[src/rtl/fft_sdf_stage_ctrl.sv]
// Sequencer for one radix-2 single-delay-feedback FFT stage.
// Tracks the beat position inside a frame, generates the delay-line shift
// enable, butterfly/bypass select and twiddle base, and drains the delay
// line for DCYC cycles after every frame. All sequencing outputs are
// combinational from registered state plus the current input handshake,
// so they line up with the data vector presented in the same cycle.
module fft_sdf_stage_ctrl #(
  parameter int LANES     = 16,
  parameter int MEM_DEPTH = 256,
  parameter int FRAME_LEN = 512,
  localparam int TW_W     = $clog2(MEM_DEPTH)
) (
  input  logic            clk,
  input  logic            rst,
  input  logic            in_valid,
  input  logic            in_sof,
  output logic            in_ready,
  output logic            sr_shift,
  output logic            bf_sel,
  output logic [TW_W-1:0] tw_base,
  output logic            out_valid,
  output logic            out_sof,
  output logic            out_eof,
  output logic            busy,
  output logic            err_sof
);

  localparam int DCYC  = MEM_DEPTH / LANES;
  localparam int FCYC  = FRAME_LEN / LANES;
  localparam int CNT_W = (FCYC > 1) ? $clog2(FCYC) : 1;
  localparam int PH_W  = $clog2(2 * DCYC);
  localparam int FL_W  = (DCYC > 1) ? $clog2(DCYC) : 1;

  localparam logic [CNT_W-1:0] DCYC_CNT  = CNT_W'(DCYC);
  localparam logic [CNT_W-1:0] FCYC_LAST = CNT_W'(FCYC - 1);
  localparam logic [PH_W-1:0]  DCYC_PH   = PH_W'(DCYC);
  localparam logic [FL_W-1:0]  FL_LAST   = FL_W'(DCYC - 1);

  typedef enum logic [1:0] {
    S_IDLE  = 2'd0,
    S_RUN   = 2'd1,
    S_FLUSH = 2'd2
  } state_t;

  state_t           state_q, state_d;
  logic [CNT_W-1:0] beat_cnt_q, beat_cnt_d;
  logic [FL_W-1:0]  flush_cnt_q, flush_cnt_d;
  logic             err_sof_q, err_sof_d;

  // Working values for the beat currently on the input.
  logic             accept;
  logic             beat_act;
  logic [CNT_W-1:0] eff_cnt;
  logic [PH_W-1:0]  ph;
  logic [PH_W-1:0]  tw_off;

  // Output decode and next-state computation; reset forces every output low.
  always_comb begin
    state_d     = state_q;
    beat_cnt_d  = beat_cnt_q;
    flush_cnt_d = flush_cnt_q;
    err_sof_d   = err_sof_q;

    in_ready  = 1'b0;
    sr_shift  = 1'b0;
    bf_sel    = 1'b0;
    tw_base   = '0;
    out_valid = 1'b0;
    out_sof   = 1'b0;
    out_eof   = 1'b0;
    busy      = 1'b0;
    err_sof   = 1'b0;

    accept   = 1'b0;
    beat_act = 1'b0;
    eff_cnt  = beat_cnt_q;
    ph       = '0;
    tw_off   = '0;

    if (!rst) begin
      busy    = (state_q != S_IDLE);
      err_sof = err_sof_q;

      case (state_q)
        S_IDLE: begin
          in_ready = 1'b1;
          accept   = in_valid;
          // Only a start-of-frame beat opens a frame; anything else is dropped.
          if (accept && in_sof) begin
            beat_act = 1'b1;
            eff_cnt  = '0;
          end
        end
        S_RUN: begin
          in_ready = 1'b1;
          accept   = in_valid;
          if (accept) begin
            beat_act = 1'b1;
            if (in_sof) begin
              // A new sof restarts the frame; mid-frame it is also flagged.
              eff_cnt = '0;
              if (beat_cnt_q != '0) begin
                err_sof_d = 1'b1;
              end
            end
          end
        end
        S_FLUSH: begin
          sr_shift  = 1'b1;
          out_valid = 1'b1;
          out_eof   = (flush_cnt_q == FL_LAST);
          if (flush_cnt_q == FL_LAST) begin
            flush_cnt_d = '0;
            state_d     = S_IDLE;
          end else begin
            flush_cnt_d = flush_cnt_q + 1'b1;
          end
        end
        default: begin
          state_d = S_IDLE;
        end
      endcase

      if (beat_act) begin
        ph        = eff_cnt[PH_W-1:0];
        sr_shift  = 1'b1;
        bf_sel    = (ph >= DCYC_PH);
        tw_off    = ph - DCYC_PH;
        tw_base   = bf_sel ? (TW_W'(tw_off) * TW_W'(LANES)) : '0;
        out_valid = (eff_cnt >= DCYC_CNT);
        out_sof   = (eff_cnt == DCYC_CNT);
        if (eff_cnt == FCYC_LAST) begin
          beat_cnt_d  = '0;
          flush_cnt_d = '0;
          state_d     = S_FLUSH;
        end else begin
          beat_cnt_d = eff_cnt + 1'b1;
          state_d    = S_RUN;
        end
      end
    end
  end

  // State register with synchronous active-high reset.
  always_ff @(posedge clk) begin
    if (rst) begin
      state_q     <= S_IDLE;
      beat_cnt_q  <= '0;
      flush_cnt_q <= '0;
      err_sof_q   <= 1'b0;
    end else begin
      state_q     <= state_d;
      beat_cnt_q  <= beat_cnt_d;
      flush_cnt_q <= flush_cnt_d;
      err_sof_q   <= err_sof_d;
    end
  end

endmodule

[config.mk]
export PLATFORM = sky130hd
export DESIGN_NAME = fft_sdf_stage_ctrl
export DESIGN_NICKNAME = d
export VERILOG_FILES = /design/src/rtl/fft_sdf_stage_ctrl.sv
export SDC_FILE = /design/constraint.sdc
export NUM_CORES = 1
export LEC_CHECK = 0
export CELL_PAD_IN_SITES_DETAIL_PLACEMENT = 0
export CELL_PAD_IN_SITES_GLOBAL_PLACEMENT = 1
export CORE_ASPECT_RATIO = 0.5
export CORE_MARGIN = 4
export CORE_UTILIZATION = 31
export CTS_BUF_LIST = sky130_fd_sc_hd__clkbuf_8 sky130_fd_sc_hd__clkbuf_16
export DETAILED_ROUTE_END_ITERATION = 10
export PLACE_DENSITY = 0.76
export SLEW_MARGIN = 20
export SYNTH_ARGS = -nofsm -noshare
export SYNTH_HDL_FRONTEND = slang
export SYNTH_SLANG_ARGS = --single-unit
[constraint.sdc]
create_clock -name clk -period 2 [get_ports clk]
set_clock_uncertainty 0.1 [all_clocks]
set_input_delay 0.6 -clock clk [delete_from_list [all_inputs] [get_ports clk]]
set_output_delay 0.6 -clock clk [all_outputs]
set_load 0.1 [all_outputs]
======== After elaboration in Yosys (flattened, before gate mapping) ========
Index checks and enable logic that the tools add are counted.
storage, ports and cells
  bits in registers ....................... 12
operators by class
  magnitude comparators ................... 1
  multiplexer cells ....................... 36
  equality and inequality tests ........... 7
  add/subtract/negate cells ............... 3
  reduce and logical (&&, ||, !) cells .... 7
operators by type and width
  cell                   number
  $mux W5                5
  $mux W8                3
  $mux W1                18
  $mux W4                4
  $eq A5 B5 Y1 const B   2
  $pmux W5 S2            1
  $mux W2                3
  $add A5 B1 Y5 const B  1
  $ge A5 B5 Y1 const B   1
  $reduce_bool A5 Y1     1
  $add A4 B1 Y4 const B  1
  $eq A4 B4 Y1 const B   1
  $pmux W2 S2            1
  $reduce_and A4 Y1      1
  $sub A4 B1 Y4 const B  1
  $ne A3 B3 Y1 const B   1
  $eq A2 B1 Y1 const B   1
  $eq A2 B2 Y1 const B   1
  $logic_not A2 Y1       1
  $ne A2 B1 Y1 const B   1
  $pmux W1 S2            1
  $reduce_and A2 Y1      1
  $reduce_bool A2 Y1     1
  $reduce_or A2 Y1       1
  $logic_and A1 B1 Y1    1

======== Logic depth before layout (Yosys ltp) ========
Gate-level depths: netlist of the first run.
  word-level depth ........................ 8
  gate-level depth with buffers ........... 9
  depth with buffers taken out ............ 8

======== Worst setup path before layout of the first run ========
No wires, ideal clock.
  path type ............................... input to output
  start point ............................. input port rst
  end point ............................... output port out_sof
  stages on the path ...................... 4
  path buffers ............................ 1
  required time ........................... 1.300 ns
  setup slack ............................. -3.036 ns
  data arrival time ....................... 4.336 ns
  cells stage by stage .................... clkbuf_1 > nor2_1 > nor4b_4 > and3_1
between the ends
  cells in the longest elaborated chain, start to end .. 1
ends and longest elaborated chain
  what         line  RTL
  from (decl)  14    input logic rst,
  $mux W1      80    if (!rst) begin
  to (decl)    22    output logic out_sof,
No other way between the ends.

======== Final worst setup path of the first run ========
  start point ............................. input port in_valid
  end point ............................... output port out_sof
between the ends
  cells in the longest elaborated chain, start to end .. 7
  elaborated cells on any way between the ends .. 12
  classes of those cells .................. 1 x eq/ne; 10 x mux; 1 x reduce/logical
ends and longest elaborated chain
  what                 line  RTL
  from (decl)          15    input logic in_valid,
  $logic_and A1 B1 Y1  89    if (accept && in_sof) begin
  $mux W5              89
  $pmux W5 S2          84    case (state_q)
  $mux W5              80
  $eq A5 B5 Y1         131   out_sof = (eff_cnt == DCYC_CNT);
  $mux W1 *            124   if (beat_act) begin
  $mux W1 *            80
Mark *: on every way between the ends. The rest lies on a longest branch, timed or not. The select of a mux whose other input is x is not followed.

==> impl_metrics.yaml, run 1 <==
run_status:
  status: "finished with violations"
  failed_checks: "negative setup slack"
logic_synthesis:
  syn_avg_cell_area_um2: 7.85
  synth_top_cell_area_share_pct: 28.9
  yosysSeqAreaShare_pct: 28.9
  ys_types: 34
  synthTopCellsByArea: "dfxtp_1 (29%), a21oi_1 (6.6%), ha_1 (6.0%)"
  yosysWarnings: 0
  synth-main-ff-cell: "dfxtp_1"
  ys_seq_elements: 12
  synth-edff-count: 0
  syn_inst: 106
  yosys.cell_count.top_type: "dfxtp_1"
  synth_common_cells: "dfxtp_1 (12), a21oi_1 (11), nor2_1 (8), and2_1 (7)"
  synthesis.area_um2: 832
  async_reset_ff_share_pct: 0
  synth_top_area_cell: "dfxtp_1"
critical_path:
  critPathMostFrequentCell: "buf_6"
  crit_slowest_cell: "and3_4"
  cp_num_buf_inv: 4
  cp-startpoint: "in_valid"
  end_kind: "output pin"
  crit_family: "simple AND/OR/NAND/NOR gates"
  regToRegStartpoint: "state_q[1]"
  start_kind: "input port"
  crit_type: "in2out"
  crit_chain: "buf_6, buf_6, nand3b_4, and2_4, inv_2, ha_2, and3_4, buf_12"
  cp.required_ns: 1.30
  arrival_ns: 1.54
  cp_max_fo: 3
  cpPeakStageDelay_ns: 0.18
cts:
  h-tree-depth: 1
  clkSlewWorstSetupHoldPaths_ns: 0.05
  clk_path_buf_depth: 2
  cts_made_buffers: 3
  clock_sinks: 12
  cts_root_buffer: "clkbuf_8"
  clk_latency_ns: 0.24
  cts_tree: "yes"
floorplan:
  row_count: 12
  start_util_pct: 35.1
  die_w_um: 81.3
  core_area_um2: 2370
  die_h_um: 44.6
  die_area_um2: 3630
  num_io_pins: 20
route:
  dr.pass1.iters: 4
  ant_nets: 0
  drt-wirelength-per-cell_um: 14.0
  drt_iter0_drc: 86
  drc_errors: 0
  totalWireLength_um: 2570
  route.vias.total: 912
  vias_per_cell: 4.98
place:
  place.port_buffers: 15
  dpl-instance-area_um2: 1290
  hpwl_um: 1630
  gp_congestion: 0.796
final_layout:
  nets: 158
  fillers: 190
  synthToLayoutAreaGrowth_pct: 93.5
  drive_gt1_share_pct: 58.8
  diodes: 0
  final_area_um2: 1610
timing:
  final_hold_viol_count: 0
  rsz0062_at_grt: "yes"
  period_share_pct: 112
  setup_viol: 11
  post-route-min-period_ns: 2.24
  fin_tns_setup_ns: -1.71
  worst_slack_ns: -0.236
  fmax_ghz: 0.447
  slew_violations: 0
power_and_ir_drop:
  clkPwrFrac_pct: 33.6
  internal_power_mw: 0.448
  p_comb_share_pct: 29.3
  p_per_area_nw_per_um2: 406
  peakVddDrop_v: 0.000396
  switching_share_pct: 31.4
  power.share.sequential_pct: 37.1
  p_sw_mw: 0.205
  p_leak_nw: 0.625
run:
  cap_violations: 0
hold_path:
  min-delay-start: "err_sof_q"
  hold_class: "reg2reg"
global_route:
  grt_pass1_vias: 796
  track_usage_pct: 13.6
  met1_usage_pct: 17.6
  grt_pass1_wl_um: 3800
  grt_util_met3_pct: 4.67
  overflow: 0
  grt_antenna_before_repair: 0
  grt_max_degree: 17
  top_usage_layer: "met2"
  met2_usage_pct: 22.2
==> final cells by class <==
type | count | area (um^2) | area share [%]
multi-input combinational | 81 | 702 | 43.6
tap | 35 | 43.8 | 2.72
clock buffer | 3 | 41.3 | 2.56
timing repair buffer | 46 | 549 | 34.1
sequential | 12 | 251 | 15.6
inverter | 6 | 22.5 | 1.40
==> flip-flops by register name, indices dropped and copies added (netlist names) <==
| register | count |
|---|---|
| err_sof_q | 1 |
| state_q | 2 |
| beat_cnt_q | 5 |
| flush_cnt_q | 4 |
==> final timing paths <==
kind	end	slack [ns]	cells after the start
worst max-delay path	out_sof	-0.24	8
worst min-delay path	err_sof_q	0.41	2
worst max register to register	flush_cnt_q[0]	0.13	8
worst min register to register	err_sof_q	0.41	2
==> kinds of logic after synthesis <==
family,share of synthesized area [%]
DFF,28.9
other,0.451
AOI/OAI and AO/OA,20.8
muxes,1.20
and+or+nand+nor,32.3
buffers and inverters,9.32
xor gates and xnor gates,1.05
adders and majority gates,6.02
==> power groups by stage <==
stage | combinational [mW] | clock, mW | sequential (mW)
6_report | 0.191 | 0.220 | 0.242
4_1_cts | 0.169 | 0.227 | 0.246
5_1_grt | 0.202 | 0.236 | 0.242
2_1_floorplan | 0.112 | 0 | 0.250
3_3_place_gp | 0.152 | 0 | 0.250
3_5_place_dp | 0.153 | 0 | 0.251
==> metrics by stage <==
stage	hold WS [ns]	utilization (%)	cells	setup WS, ns	total power, mW
2_1_floorplan	0.372	-	109	-1.83	0.362
3_3_place_gp	0.396	54.6	167	-0.709	0.403
3_5_place_dp	0.404	54.6	167	-0.749	0.404
4_1_cts	0.411	60.0	173	-0.252	0.642
5_1_grt	0.436	67.9	183	-0.277	0.680
6_report	0.407	67.9	183	-0.236	0.653
==> worst reg2reg max path, cell delays in order (launching register included) <==
cell and delay [ns]:
dfxtp_4 0.36, nand3b_4 0.17, and2_4 0.15, buf_4 0.13, ha_4 0.15, and4_4 0.18
ha_4 0.19, a31o_4 0.26, a21oi_2 0.09
==> cells in the final DEF (no fill, tap or decap), types with 2 or more instances in the layout <==
master / instances
a21oi_1: 8
a21oi_2: 2
and2_4: 5
buf_12: 13
buf_4: 24
buf_6: 7
buf_8: 2
clkbuf_8: 3
conb_1: 4
dfxtp_1: 9
dfxtp_4: 3
ha_4: 3
inv_1: 4
inv_2: 2
nand2_1: 3
nand2_2: 2
nand2b_1: 3
nand3_1: 6
nand3b_1: 2
nor2_1: 3
nor2_2: 2
nor2_4: 3
nor2b_1: 2
nor3_2: 2
o211ai_1: 2
o21ai_0: 6
==> layer usage <==
layer | share of wire (%) | vias up
li1 | - | 450
met1 | 45 | 432
met2 | 51 | 26
met3 | 3.4 | 4
met4 | 0.43 | 0
met5 | 0 | -
==> what timing repair did <==
item / 4_1_cts / 5_1_grt
endpoints found under the setup margin: 22 / 16
gates resized for setup: 34 / 30
hold buffers: 0 / 0
buffers inserted: 3 / 10
pin swaps: 8 / 9
Note: power is estimated with default switching activity, not from simulation.
==> inputs of run 2 (changes only) <==
--- a/config.mk
+++ b/config.mk
@@ -13,6 +13,7 @@
 export CTS_BUF_LIST = sky130_fd_sc_hd__clkbuf_8 sky130_fd_sc_hd__clkbuf_16
 export DETAILED_ROUTE_END_ITERATION = 10
 export PLACE_DENSITY = 0.76
+export SETUP_SLACK_MARGIN = 0.3
 export SLEW_MARGIN = 20
 export SYNTH_ARGS = -nofsm -noshare
 export SYNTH_HDL_FRONTEND = slang
==> run 2 against run 1 <==
Net effect: the run still ends with negative setup slack left; final cell count decreased by 0.55%; maximum frequency decreased by 0.14%; global-route usage is 0.54 points higher; critical endpoint unchanged; die area is the same.
==> impl_metrics.yaml, run 2 (same netlist as run 1, synthesis figures left out) <==
run_status:
  status: "finished with violations"
  failed_checks: "negative setup slack"
global_route:
  grt_max_degree: 17
  overflow: 0
  top_usage_layer: "met2"
  grt_util_met3_pct: 4.47
  met2_usage_pct: 25.4
  met1_usage_pct: 16.4
  grt_antenna_before_repair: 0
  grt_pass1_vias: 785
  track_usage_pct: 14.2
  grt_pass1_wl_um: 3820
final_layout:
  drive_gt1_share_pct: 61.2
  largest_reg_flops: 5
  final_util_pct: 69.0
  diodes: 0
  final_area_um2: 1640
  synthToLayoutAreaGrowth_pct: 96.7
  nets: 157
  regMostFlops: "beat_cnt_q"
  reg_top3: "beat_cnt_q x5, flush_cnt_q x4, state_q x2"
  final_cell_mix: "buf_6 (15), buf_4 (15), buf_12 (12), dfxtp_1 (9)"
timing:
  worst_slack_ns: -0.239
  fmax_ghz: 0.447
  slew_violations: 0
  setup_viol: 15
  period_share_pct: 112
  whs_ns: 0.405
  post-route-min-period_ns: 2.24
  rsz0062_at_grt: "yes"
  final_hold_viol_count: 0
power_and_ir_drop:
  internal_power_mw: 0.455
  power.share.sequential_pct: 36.6
  p_sw_mw: 0.215
  p_comb_share_pct: 29.5
  p_per_area_nw_per_um2: 409
  p_leak_nw: 0.626
  clkPwrFrac_pct: 33.9
  switching_share_pct: 32.1
  peakVddDrop_v: 0.000338
cts:
  cts_made_buffers: 3
  cts_root_buffer: "clkbuf_8"
  clk_path_buf_depth: 2
  cts_tree: "yes"
  ctsHoldBuffers: 0
  clkSlewWorstSetupHoldPaths_ns: 0.05
  h-tree-depth: 1
  clock_sinks: 12
  clk_latency_ns: 0.25
route:
  vias_per_cell: 4.89
  totalWireLength_um: 2390
  dr.pass1.iters: 4
  drt-wirelength-per-cell_um: 13.1
  drt_iter0_drc: 26
  route.vias.total: 890
  ant_nets: 0
  drc_errors: 0
run:
  cap_violations: 0
critical_path:
  cp_max_fo: 4
  arrival_ns: 1.54
  crit_type: "in2out"
  end_kind: "output pin"
  start_kind: "input port"
  cp.required_ns: 1.30
place:
  dpl-instance-area_um2: 1340
  hpwl_um: 1610
  place.port_buffers: 15
  gp_congestion: 0.779
floorplan:
  num_io_pins: 20
  die_area_um2: 3630
  core_area_um2: 2370
  die_w_um: 81.3
  start_util_pct: 35.1
  die_h_um: 44.6
  row_count: 12
hold_path:
  hold_class: "reg2reg"
[run 2: changes by cell type in the layout (fill, tap and decap cells not counted), sizes merged]
cell,previous run,this run
buf,46,45
[run 2: worst paths after layout]
check	startpoint	to	slack, ns	depth (start not counted)
worst max-delay path	in_valid	out_sof	-0.24	8
worst min-delay path	flush_cnt_q[0]	flush_cnt_q[0]	0.41	2
worst max register to register	state_q[1]	beat_cnt_q[3]	0.04	10
worst min register to register	flush_cnt_q[0]	flush_cnt_q[0]	0.41	2
[run 2: cell type report]
type,instances,area [um^2]
clock buffers,3,41.3
fillers,187,736
inverters,6,22.5
multi-input cells,81,716
flip-flops and latches,12,246
well taps,35,43.8
repair buffers,45,567
[run 2: power by group through the flow]
stage,Clock [mW],Combinational (mW),Sequential [mW]
2_1_floorplan,0,0.115,0.251
3_5_place_dp,0,0.156,0.251
3_3_place_gp,0,0.156,0.251
6_report,0.227,0.197,0.245
5_1_grt,0.244,0.206,0.246
4_1_cts,0.228,0.183,0.245
[run 2: layer usage]
layer  up-vias  wire length [um]
met4         0                19
li1        447                 -
met2        17              1220
met3         4                89
met5         -                 0
met1       422              1070
[run 2: through the flow]
stage / TNS, ns / instances / total power, mW / worst slack [ns]
floorplan: -13.93 / 109 / 0.366 / -1.83
global placement: -11.43 / 168 / 0.407 / -0.716
detailed placement: -11.64 / 168 / 0.407 / -0.735
CTS: -1.62 / 177 / 0.656 / -0.246
global route: -2.47 / 182 / 0.696 / -0.277
finish: -1.70 / 182 / 0.669 / -0.239
[run 2: critical path: stages]
cell and delay [ns]:
buf_8 0.08, buf_6 0.09, nand3b_4 0.09, and2_4 0.15
inv_2 0.04, ha_2 0.15, and3_4 0.18, buf_12 0.17
[run 2: repair_timing]
item,4_1_cts,5_1_grt
gates resized for setup,55,11
setup endpoints to repair,24,22
setup buffers,6,5
pin swaps,17,8
